$ cat src/rtl/mem_line_responder.sv
// -----------------------------------------------------------------------------
// mem_line_responder
//
// Memory-side responder for the cache line interface. Each request moves one
// 128-bit line by sequencing four 32-bit accesses to a single-port word SRAM.
// One instance sits behind each cache.
//
// Parameters
//   SRAM_AW      SRAM word-address width; sram_addr = {line bits, beat}.
//                Upper line-address bits beyond the SRAM are dropped.
//   WAIT_CYCLES  idle cycles inserted before the first SRAM access
//                (only used when MEM_RESP_WAIT_EN is defined).
//
// Optional feature macro
//   MEM_RESP_WAIT_EN  adds a WAIT state that delays every transaction by
//                     WAIT_CYCLES cycles. Undefined: no WAIT state/counter.
//
// Ports
//   clk, proc_reset        clock, synchronous active-high reset
//   mem_read, mem_write    line requests, held by the cache until mem_ready
//   mem_addr               line address [31:4]
//   mem_wdata              write line, word k = bits [32k+31:32k]
//   mem_rdata              registered read line, valid with mem_ready on reads
//   mem_ready              registered one-cycle completion pulse
//   sram_ren, sram_wen     SRAM word read / write enables (never both high)
//   sram_addr, sram_wdata  SRAM word address / write word
//   sram_rdata             SRAM read word, valid the cycle after sram_ren
//   req_err                sticky flag: read and write requested together
// -----------------------------------------------------------------------------
module mem_line_responder #(
  parameter int SRAM_AW     = 14,
  parameter int WAIT_CYCLES = 4
) (
  input  logic               clk,
  input  logic               proc_reset,
  input  logic               mem_read,
  input  logic               mem_write,
  input  logic [27:0]        mem_addr,
  input  logic [127:0]       mem_wdata,
  output logic [127:0]       mem_rdata,
  output logic               mem_ready,
  output logic               sram_ren,
  output logic               sram_wen,
  output logic [SRAM_AW-1:0] sram_addr,
  output logic [31:0]        sram_wdata,
  input  logic [31:0]        sram_rdata,
  output logic               req_err
);

  typedef enum logic [2:0] {
    S_IDLE    = 3'd0,
`ifdef MEM_RESP_WAIT_EN
    S_WAIT    = 3'd6,
`endif
    S_RD      = 3'd1,
    S_RD_TAIL = 3'd2,
    S_WR      = 3'd3,
    S_DONE    = 3'd4,
    S_GAP     = 3'd5
  } state_t;

  state_t                  state, state_nxt;
  logic [1:0]              beat;
  logic                    is_write;
  logic [SRAM_AW-3:0]      line_addr;
  // Holds the write line on writes and assembles read words on reads.
  logic [3:0][31:0]        line_buf;
  logic                    req_seen;
  state_t                  op_state;

  // Address bits above the SRAM size are intentionally ignored.
  logic unused_addr_bits;
  assign unused_addr_bits = ^mem_addr[27:SRAM_AW-2];

  assign req_seen = mem_read | mem_write;

`ifdef MEM_RESP_WAIT_EN
  localparam int WCW = (WAIT_CYCLES > 1) ? $clog2(WAIT_CYCLES) : 1;
  logic [WCW-1:0] wait_cnt;
`else
  logic unused_wait_cfg;
  assign unused_wait_cfg = (WAIT_CYCLES != 0);
`endif

  // State register.
  // NOTE: the reset is synchronous, so it lives inside the clocked branch and
  // only takes effect on a rising edge.
  always_ff @(posedge clk) begin
    if (proc_reset) state <= S_IDLE;
    else            state <= state_nxt;
  end

  // Next-state logic.
  always_comb begin
    // NOTE: every variable gets a default first so no path infers a latch.
    state_nxt = state;
    op_state  = mem_write ? S_WR : S_RD;  // write wins when both are high
    case (state)
      S_IDLE: begin
        if (req_seen) begin
`ifdef MEM_RESP_WAIT_EN
          state_nxt = (WAIT_CYCLES == 0) ? op_state : S_WAIT;
`else
          state_nxt = op_state;
`endif
        end
      end
`ifdef MEM_RESP_WAIT_EN
      S_WAIT:    if (wait_cnt == WCW'(WAIT_CYCLES - 1))
                   state_nxt = is_write ? S_WR : S_RD;
`endif
      S_RD:      if (beat == 2'd3) state_nxt = S_RD_TAIL;
      S_RD_TAIL: state_nxt = S_DONE;
      S_WR:      if (beat == 2'd3) state_nxt = S_DONE;
      S_DONE:    state_nxt = S_GAP;
      S_GAP:     state_nxt = S_IDLE;
      default:   state_nxt = S_IDLE;
    endcase
  end

  // SRAM side: enables straight from the state; address/data only driven
  // while an access is in progress so they read as zero otherwise.
  always_comb begin
    sram_ren   = (state == S_RD);
    sram_wen   = (state == S_WR);
    sram_addr  = '0;
    sram_wdata = '0;
    if (sram_ren || sram_wen) sram_addr = {line_addr, beat};
    if (sram_wen)             sram_wdata = line_buf[beat];
  end

  // Datapath registers.
  // NOTE: sequential state uses non-blocking assignments only, so every
  // register here sees pre-edge values regardless of statement order.
  always_ff @(posedge clk) begin
    if (proc_reset) begin
      beat      <= '0;
      is_write  <= 1'b0;
      line_addr <= '0;
      line_buf  <= '0;
      mem_rdata <= '0;
      mem_ready <= 1'b0;
      req_err   <= 1'b0;
`ifdef MEM_RESP_WAIT_EN
      wait_cnt  <= '0;
`endif
    end else begin
      mem_ready <= 1'b0;

      if (state == S_IDLE && req_seen) begin
        is_write  <= mem_write;
        line_addr <= mem_addr[SRAM_AW-3:0];
        line_buf  <= mem_wdata;
        if (mem_read && mem_write) req_err <= 1'b1;
      end

      // Beat advances through the 4 accesses and naturally wraps 3->0 on exit.
      if (state == S_RD || state == S_WR) beat <= beat + 2'd1;

      // Read data lags its enable by one cycle: capture word beat-1. In
      // RD_TAIL beat has wrapped to 0, so beat-1 selects word 3.
      if ((state == S_RD && beat != 2'd0) || state == S_RD_TAIL)
        line_buf[beat - 2'd1] <= sram_rdata;

      if (state == S_RD_TAIL) begin
        mem_ready <= 1'b1;
        mem_rdata <= {sram_rdata, line_buf[2], line_buf[1], line_buf[0]};
      end

      if (state == S_WR && beat == 2'd3) mem_ready <= 1'b1;

`ifdef MEM_RESP_WAIT_EN
      if (state == S_WAIT) wait_cnt <= wait_cnt + 1'b1;
      else                 wait_cnt <= '0;
`endif
    end
  end

endmodule

$ cat config.mk
export PLATFORM = sky130hd
export DESIGN_NAME = mem_line_responder
export DESIGN_NICKNAME = d
export VERILOG_FILES = /design/src/rtl/mem_line_responder.sv
export SDC_FILE = /design/constraint.sdc
export NUM_CORES = 1
export LEC_CHECK = 0
export CAP_MARGIN = 0
export CORE_MARGIN = 2
export CORE_UTILIZATION = 52
export CTS_CLUSTER_DIAMETER = 120
export CTS_CLUSTER_SIZE = 40
export DETAILED_ROUTE_END_ITERATION = 8
export PLACE_DENSITY = 0.91
export SYNTH_ARGS = -nofsm -noshare
export SYNTH_HDL_FRONTEND = slang
export SYNTH_SLANG_ARGS = --single-unit
$ cat constraint.sdc
create_clock -name clk -period 4.1 [get_ports clk]
set_input_delay 0.615 -clock clk [delete_from_list [all_inputs] [get_ports clk]]
set_output_delay 0.615 -clock clk [all_outputs]
set_load 0.05 [all_outputs]
* Word-level counts from Yosys, hierarchy flattened *
Cells that the tools add are included.
W data, S select, Z words.

word-level totals
  ROM bits = 0
  input port bits = 192
  bits in latches = 0
  memories kept = 0
  output and inout port bits = 178
  logic and storage cells = 52
  register bits after elaboration = 275
  memory bits (writable) = 0

cells by class
  div/mod/pow operators = 0
  $mul = 0
  mux-type cells = 17
  shift-type cells = 0
  add/subtract/negate cells = 2
  reduce and logical (&&, ||, !) cells = 11
  bitwise logic cells = 1
  magnitude comparators = 3
  equal/unequal tests = 8

operators by type and width
  cell                   count
  $mux W128              3
  $bwmux W128            1
  $mux W32               3
  $bmux W32 S2           1
  $demux W32 S2          1
  $pmux W3 S5            1
  $mux W14               1
  $mux W3                3
  $eq A3 B2 Y1 const B   2
  $lt A2 B3 Y1 const B   2
  $logic_and A1 B1 Y1    5
  $ne A2 B1 Y1 const B   2
  $eq A3 B1 Y1 const B   1
  $eq A3 B3 Y1 const B   1
  $logic_not A3 Y1       1
  $reduce_and A3 Y1      1
  $add A2 B1 Y2 const B  1
  $eq A2 B2 Y1 const B   1
  $ge A2 B1 Y1 const B   1
  $logic_or A1 B1 Y1     2
  $mux W1                2
  $mux W2                1
  $ne A2 B2 Y1 const B   1
  $reduce_and A2 Y1      1
  other kinds (3)        3

* Logic depth before layout (Yosys ltp) *
Gate-level depths: netlist of run 1.

  depth in word-level cells = 7
  mapped depth = 9
  gate-level depth less buffers = 5

* Worst setup path after synthesis of run 1 *
No wires, ideal clock.

  path type = flip-flop to flip-flop
  from = reg beat[1]
  to = reg line_buf[10] (netlist bit)
  data arrival time = 2327 ps
  path slack = 1631 ps
  library setup time = 142 ps
  buffers on the path = 4
  period minus slack after synthesis = 2469 ps
  cell stages (with the launch flop) = 10
  data required time = 3958 ps
  cell sequence = dfxtp_1 > clkbuf_1 > buf_1 > inv_1 > ha_1 > or4b_4 > buf_6 > buf_8 > a211oi_1 > a311oi_1

on the way
  word-level cells in the longest chain between the ends = 7
  elaborated cells between the ends (all ways) = 11
  those cells by class = 1 x add/sub; 2 x order compare; 4 x mux; 4 x reduce/logical

ends and longest elaborated chain
  element                                                                    line  source
  start, declared                                                            63    logic [1:0] beat;
  start signal, assigned                                                     158   if (state == S_RD || state == S_WR) beat <= beat + 2'd1;
  $sub A2 B1 Y2                                                              163   line_buf[beat - 2'd1] <= sram_rdata;
  $lt A2 B3 Y1 (implied by the code) / $ge A2 B1 Y1 (equally long branches)  163
  $logic_and A1 B1 Y1 (implied by the code)                                  163
  $mux W32 (implied by the code)                                             163
  $demux W32 S2                                                              163
  $bwmux W128                                                                163
  $mux W128 *                                                                162   if ((state == S_RD && beat != 2'd0) || state == S_RD_TAIL)
  end signal, assigned                                                       153   line_buf <= mem_wdata;
  end signal, assigned by index                                              163
  end, declared                                                              67    logic [3:0][31:0] line_buf;

Every way passes the cells marked *; elsewhere a longest branch is shown, timed or not.
A chain may end at the register's enable or synchronous reset.

* Worst setup path after layout of run 1 *
  from = reg state[1]
  to = out sram_wdata[30]

on the way
  word-level cells in the longest chain between the ends = 2

ends and longest elaborated chain
  element                 line  source
  start, declared         62    state_t state, state_nxt;
  start signal, assigned  90    else state <= state_nxt;
  $eq A3 B2 Y1            125   sram_wen = (state == S_WR);
  $mux W32                129   if (sram_wen) sram_wdata = line_buf[beat];
  end, declared           45    output logic [31:0] sram_wdata,

No other way between the ends.

==> results.tsv, run 1 <==
metric	value	unit
status	completed	
hold_class	reg2reg	
layout-drive-gt1-share	5.33	%
grt_use_total	34.6	%
worst-path-buf-inv	2	
nets	1922	
synth_edf_count	0	
cts_root_buf	clkbuf_16	
ys_warn_count	0	
cp-startpoint	state[1]	
crit_chain	nor2b_4 > buf_4 > and3_1 > clkdlybuf4s50_1	
numCtsBuffers	10	
ios	370	
grt-ovfl-total	0	
crit_cells	4	
synth_area_per_cell	8.46	µm²
max_clock_freq	267	MHz
synth_cell_types	33	
dr.pass1.iters	5	
postRouteAntennaNets	0	
crit_type	reg2out	
routed-via-count	13700	
critPathTopFamily	buffers and inverters	
die_area	26100	µm²
antenna_found_initial	2	
synthArstFlopShare	0	%
power-per-cell-area	407	nW/µm²
critPathSlowestCell	clkdlybuf4s50_1	
area.sequential	5510	µm²
worst_pin_slew	1.19	ns
timing.final.crit_period	3.74	ns
clkSlewWorstSetupHoldPaths	0.15	ns
cts_tree	yes	
reg2reg_from	beat[0]	
peakVddDrop	362	µV
grt_max_degree	159	
synth_ff_type	dfxtp_1	
max_slew_margin	20.7	%
setup_viol	0	
viasPerCell	6.69	
routed_wl	47700	µm
max_stage_delay	0.84	ns
fp.dieW	162	µm
crit_required	3.48	ns
num_rows	57	
fill_cells	1870	
rr_worst_depth	6	
synth.yosys.seq_area_share	42.7	%
syn_area	12900	µm²
drc	0	
start_util	53.0	%
maxSlewViolCount	0	
final.setup_skew	0.0121	ns
hpwlAfterDp	30300	µm
start_kind	flip-flop	
end_kind	output port	
hold_viol	0	
syn-num-nets	1721	
finalCritPeriodShare	91.2	%
clockBufferDepth	3	
cts_resized	0	
power.leakage	5.25	nW
ff2ff_setup_slack	0.94	ns
ys_ff_latch	275	
die-height	162	µm
crit_fanout	22	
reg2reg_to	line_buf[14]	
rsz0062_at_grt	false	
grt_pass1_vias	12900	
endpoint	sram_wdata[30]	
core	24300	µm²
drtIter0Drc	2080	
h-tree-depth	1	
postCtsSetupBuffers	0	
finalSetupTns	0	ns
syn2layout_area_growth	28.8	%
p_total	6.76	mW
grt_pass1_wl	72700	µm
wl_per_cell	23.3	µm
critPathArrivalTime	3.13	ns
ctsHoldBuffers	0	
cap_violations	0	
portBuffers	353	
multi_input_area	6520	µm²
gp_congestion	0.857	
synthCells	1524	
clkSinkCount	275	
clock_latency	0.51	ns
-- cell type report --
type                            instances  share of cell area [%]
Multi-Input combinational cell       1049                    39.2
Sequential cell                       275                    33.2
Timing Repair Buffer                  382                    23.3
Tap cell                              324                    2.44
Clock buffer                           12                    1.68
Inverter                                7                   0.158
Clock inverter                          1                  0.0452
Antenna cell                            1                  0.0151
-- logic make-up after synthesis --
logic type	after synthesis	synth area share (%)
AO/OA/AOI/OAI	546	27.4
buffers and inverters	200	7.38
multiplexers	33	5.66
AND/OR/NAND/NOR	464	16.3
adder cells (fa/ha/maj)	5	0.485
XOR/XNOR	1	0.0679
flip-flops	275	42.7
-- flip-flops by register name, summed over array words and instances (netlist names) --
signal / flops
line_buf: 128
mem_rdata: 128
line_addr: 12
state: 3
beat: 2
mem_ready: 1
req_err: 1
-- per-layer routing --
layer	up-vias	global-route usage, %	part of all wire [%]
li1	6045	-	-
met1	6450	47.5	39
met2	1057	52.8	44
met3	170	8.01	13
met4	2	14.1	4.4
met5	-	0	0.023
-- tightest hold or removal path: stages (launching register included) --
cell     delay [ns]
dfxtp_1        0.34
nand2_1        0.05
a21oi_1        0.05
-- placed cells by master (no fill, tap or decap), types with 2 or more instances in the layout --
cell type,synthesis,layout
buf_4,4,21
a21oi_1,142,142
nor2_1,6,5
dfxtp_2,0,2
nand3_1,140,140
a211oi_1,129,129
and3_1,32,32
inv_1,7,7
nor2b_1,4,3
clkbuf_16,0,11
a311oi_1,128,128
clkdlybuf4s50_1,0,351
buf_12,0,9
dfxtp_1,275,272
nand2_1,259,259
o21ai_4,0,4
mux4_2,32,32
o21ai_0,141,141
and2_1,14,14
ha_1,5,5
-- synthesized netlist by cell type, types with 2 or more instances --
library cell | n | area, µm²
a311oi_1 | 128 | 1120
buf_2 | 35 | 175
ha_1 | 5 | 62.6
o21ai_1 | 4 | 20.0
and3_1 | 32 | 200
o21ai_0 | 141 | 706
nor2b_1 | 4 | 25.0
a21oi_1 | 142 | 711
inv_1 | 7 | 26.3
buf_8 | 10 | 150
buf_1 | 4 | 15.0
a211oi_1 | 129 | 968
and2_1 | 14 | 87.6
clkbuf_1 | 136 | 510
nor2_1 | 6 | 22.5
nand2_1 | 259 | 972
dfxtp_1 | 275 | 5510
mux4_2 | 32 | 721
buf_6 | 4 | 45.0
or2_2 | 2 | 12.5
nand3_1 | 140 | 701
buf_4 | 4 | 30.0
-- power by group --
group	switching (mW)	total [mW]	internal, mW	leakage (nW)
Sequential	0.270	3.24	2.97	2.25
Combinational	1.38	2.18	0.794	2.87
Clock	0.846	1.34	0.494	0.137
Total	2.50	6.76	4.25	5.25
-- through the flow --
step,utilization [%],hold WS (ns),worst slack (ns),area (µm²),std cells
global route,68.3,0.479,0.273,16600,2051
floorplan,-,0.438,1.63,12900,1524
CTS,68.3,0.465,0.383,16600,2050
detailed placement,67.1,0.446,0.949,16300,2037
finish,68.3,0.463,0.359,16600,2051
global placement,67.1,0.441,0.992,16300,2037
-- worst min-delay path by stage --
stage	depth (start not counted)	start	endpoint
after floorplan	2	line_buf[64]	mem_rdata[64]
after global placement	2	mem_rdata[122]	mem_rdata[122]
after detailed placement	2	mem_rdata[88]	mem_rdata[88]
after CTS	2	mem_rdata[13]	mem_rdata[13]
after global routing	2	mem_rdata[88]	mem_rdata[88]
final	2	mem_rdata[88]	mem_rdata[88]
(Power assumes the default switching activity.)
==> run 2: changes to the inputs <==
Settings changed: CTS_CLUSTER_SIZE 40 to 20.
==> run 2 against run 1 <==
Wire length increased by 0.57%. Total power increased by 5.1%. Register-to-register slack improved by 0.04 ns. Combinational power about the same. Global-route usage increased by 0.25 points. Count of clock-buffer cells in the layout increased by 6. Utilization increased by 0.66 points. Sequential power about the same. First-iteration DRC count decreased by 0.53%. Fmax about the same. Non-clock buffer count unchanged. Clock skew increased by 0.011 ns. Critical path type unchanged.
==> results.tsv, run 2 (synthesis gave the netlist of run 1 again) <==
metric	value	unit
status	completed	
critPathArrivalTime	3.13	ns
routed_wl	48000	µm
grt_max_degree	159	
max_slew_margin	20.2	%
worst_pin_slew	1.19	ns
gp_congestion	0.857	
ctsHoldBuffers	0	
top_regs	line_buf x128, mem_rdata x128, line_addr x12	
clock_latency	0.52	ns
place_worst_setup_slack	0.949	ns
hold_viol	0	
wl_per_cell	23.3	µm
grt_pass1_vias	13000	
postRouteAntennaNets	0	
die_area	26100	µm²
numCtsBuffers	17	
antenna_found_initial	2	
crit_fanout	22	
fp.dieW	162	µm
nets	1929	
drtIter0Drc	2069	
grt-ovfl-total	0	
postCtsSetupBuffers	0	
die-height	162	µm
end_kind	output port	
crit_type	reg2out	
layout_common_cells	clkdlybuf4s50_1, dfxtp_1, nand2_1	
portBuffers	353	
cts_tree	yes	
rsz0062_at_grt	false	
fin_hold_ws	0.456	ns
peakVddDrop	358	µV
cts_root_buf	clkbuf_16	
power-per-cell-area	423	nW/µm²
crit_required	3.48	ns
start_kind	flip-flop	
grt_use_total	34.9	%
cap_violations	0	
hold_class	reg2reg	
num_rows	57	
max_clock_freq	267	MHz
setup_slack	0.356	ns
viasPerCell	6.65	
grt_pass1_wl	73200	µm
drc	0	
final.setup_skew	0.0233	ns
layout-drive-gt1-share	5.71	%
layout_commonest_cell	clkdlybuf4s50_1	
clkSlewWorstSetupHoldPaths	0.09	ns
clockBufferDepth	3	
h-tree-depth	1	
finalCritPeriodShare	91.3	%
timing.final.crit_period	3.74	ns
finalSetupTns	0	ns
start_util	53.0	%
fin_util	69.0	%
clkSinkCount	275	
syn2layout_area_growth	30.1	%
routed-via-count	13700	
ios	370	
dr.pass1.iters	5	
power.leakage	5.33	nW
maxSlewViolCount	0	
hpwlAfterDp	30300	µm
core	24300	µm²
setup_viol	0	
cts_resized	0	
-- run 2: layer usage --
| metal | routed length, µm | up-vias | global-route usage (%) |
|---|---|---|---|
| met3 | 6240 | 155 | 8.37 |
| li1 | - | 6051 | - |
| met2 | 21100 | 1050 | 53.2 |
| met5 | 11 | - | 0 |
| met4 | 2110 | 2 | 15.5 |
| met1 | 18500 | 6440 | 47.2 |
-- run 2: metrics by stage --
| step | std cells | cell area, µm² | power (mW) |
|---|---|---|---|
| floorplan | 1524 | 12900 | 4.64 |
| global placement | 2037 | 16300 | 5.36 |
| detailed placement | 2037 | 16300 | 5.42 |
| CTS | 2057 | 16800 | 7.06 |
| global route | 2058 | 16800 | 7.35 |
| finish | 2059 | 16800 | 7.10 |
-- run 2: cell type report --
class                      count  area [µm²]
sequential                   275        5510
inverter                       7        26.3
antenna                        2        5.00
fill                        1848        7540
multi-input combinational   1049        6520
tap                          324         405
clock buffer                  18         429
clock inverter                 2        16.3
timing repair buffer         382        3870
-- run 2: worst paths after layout --
path | start | to | slack [ns] | depth (start not counted)
max | state[1] | sram_wdata[30] | 0.36 | 4
min | mem_rdata[111] | mem_rdata[111] | 0.46 | 2
max reg2reg | beat[0] | line_buf[4] | 0.98 | 6
min reg2reg | mem_rdata[111] | mem_rdata[111] | 0.46 | 2
-- run 2: critical path, stage by stage (launching register included) --
cell	delay, ns
dfxtp_1	0.60
nor2b_4	0.62
buf_4	0.35
and3_1	0.19
clkdlybuf4s50_1	0.85
-- run 2: where the power goes --
group	leakage (nW)	total [mW]	internal, mW	switching, mW
clock network	0.215	1.69	0.755	0.931
logic	2.87	2.18	0.794	1.38
registers	2.25	3.24	2.97	0.271
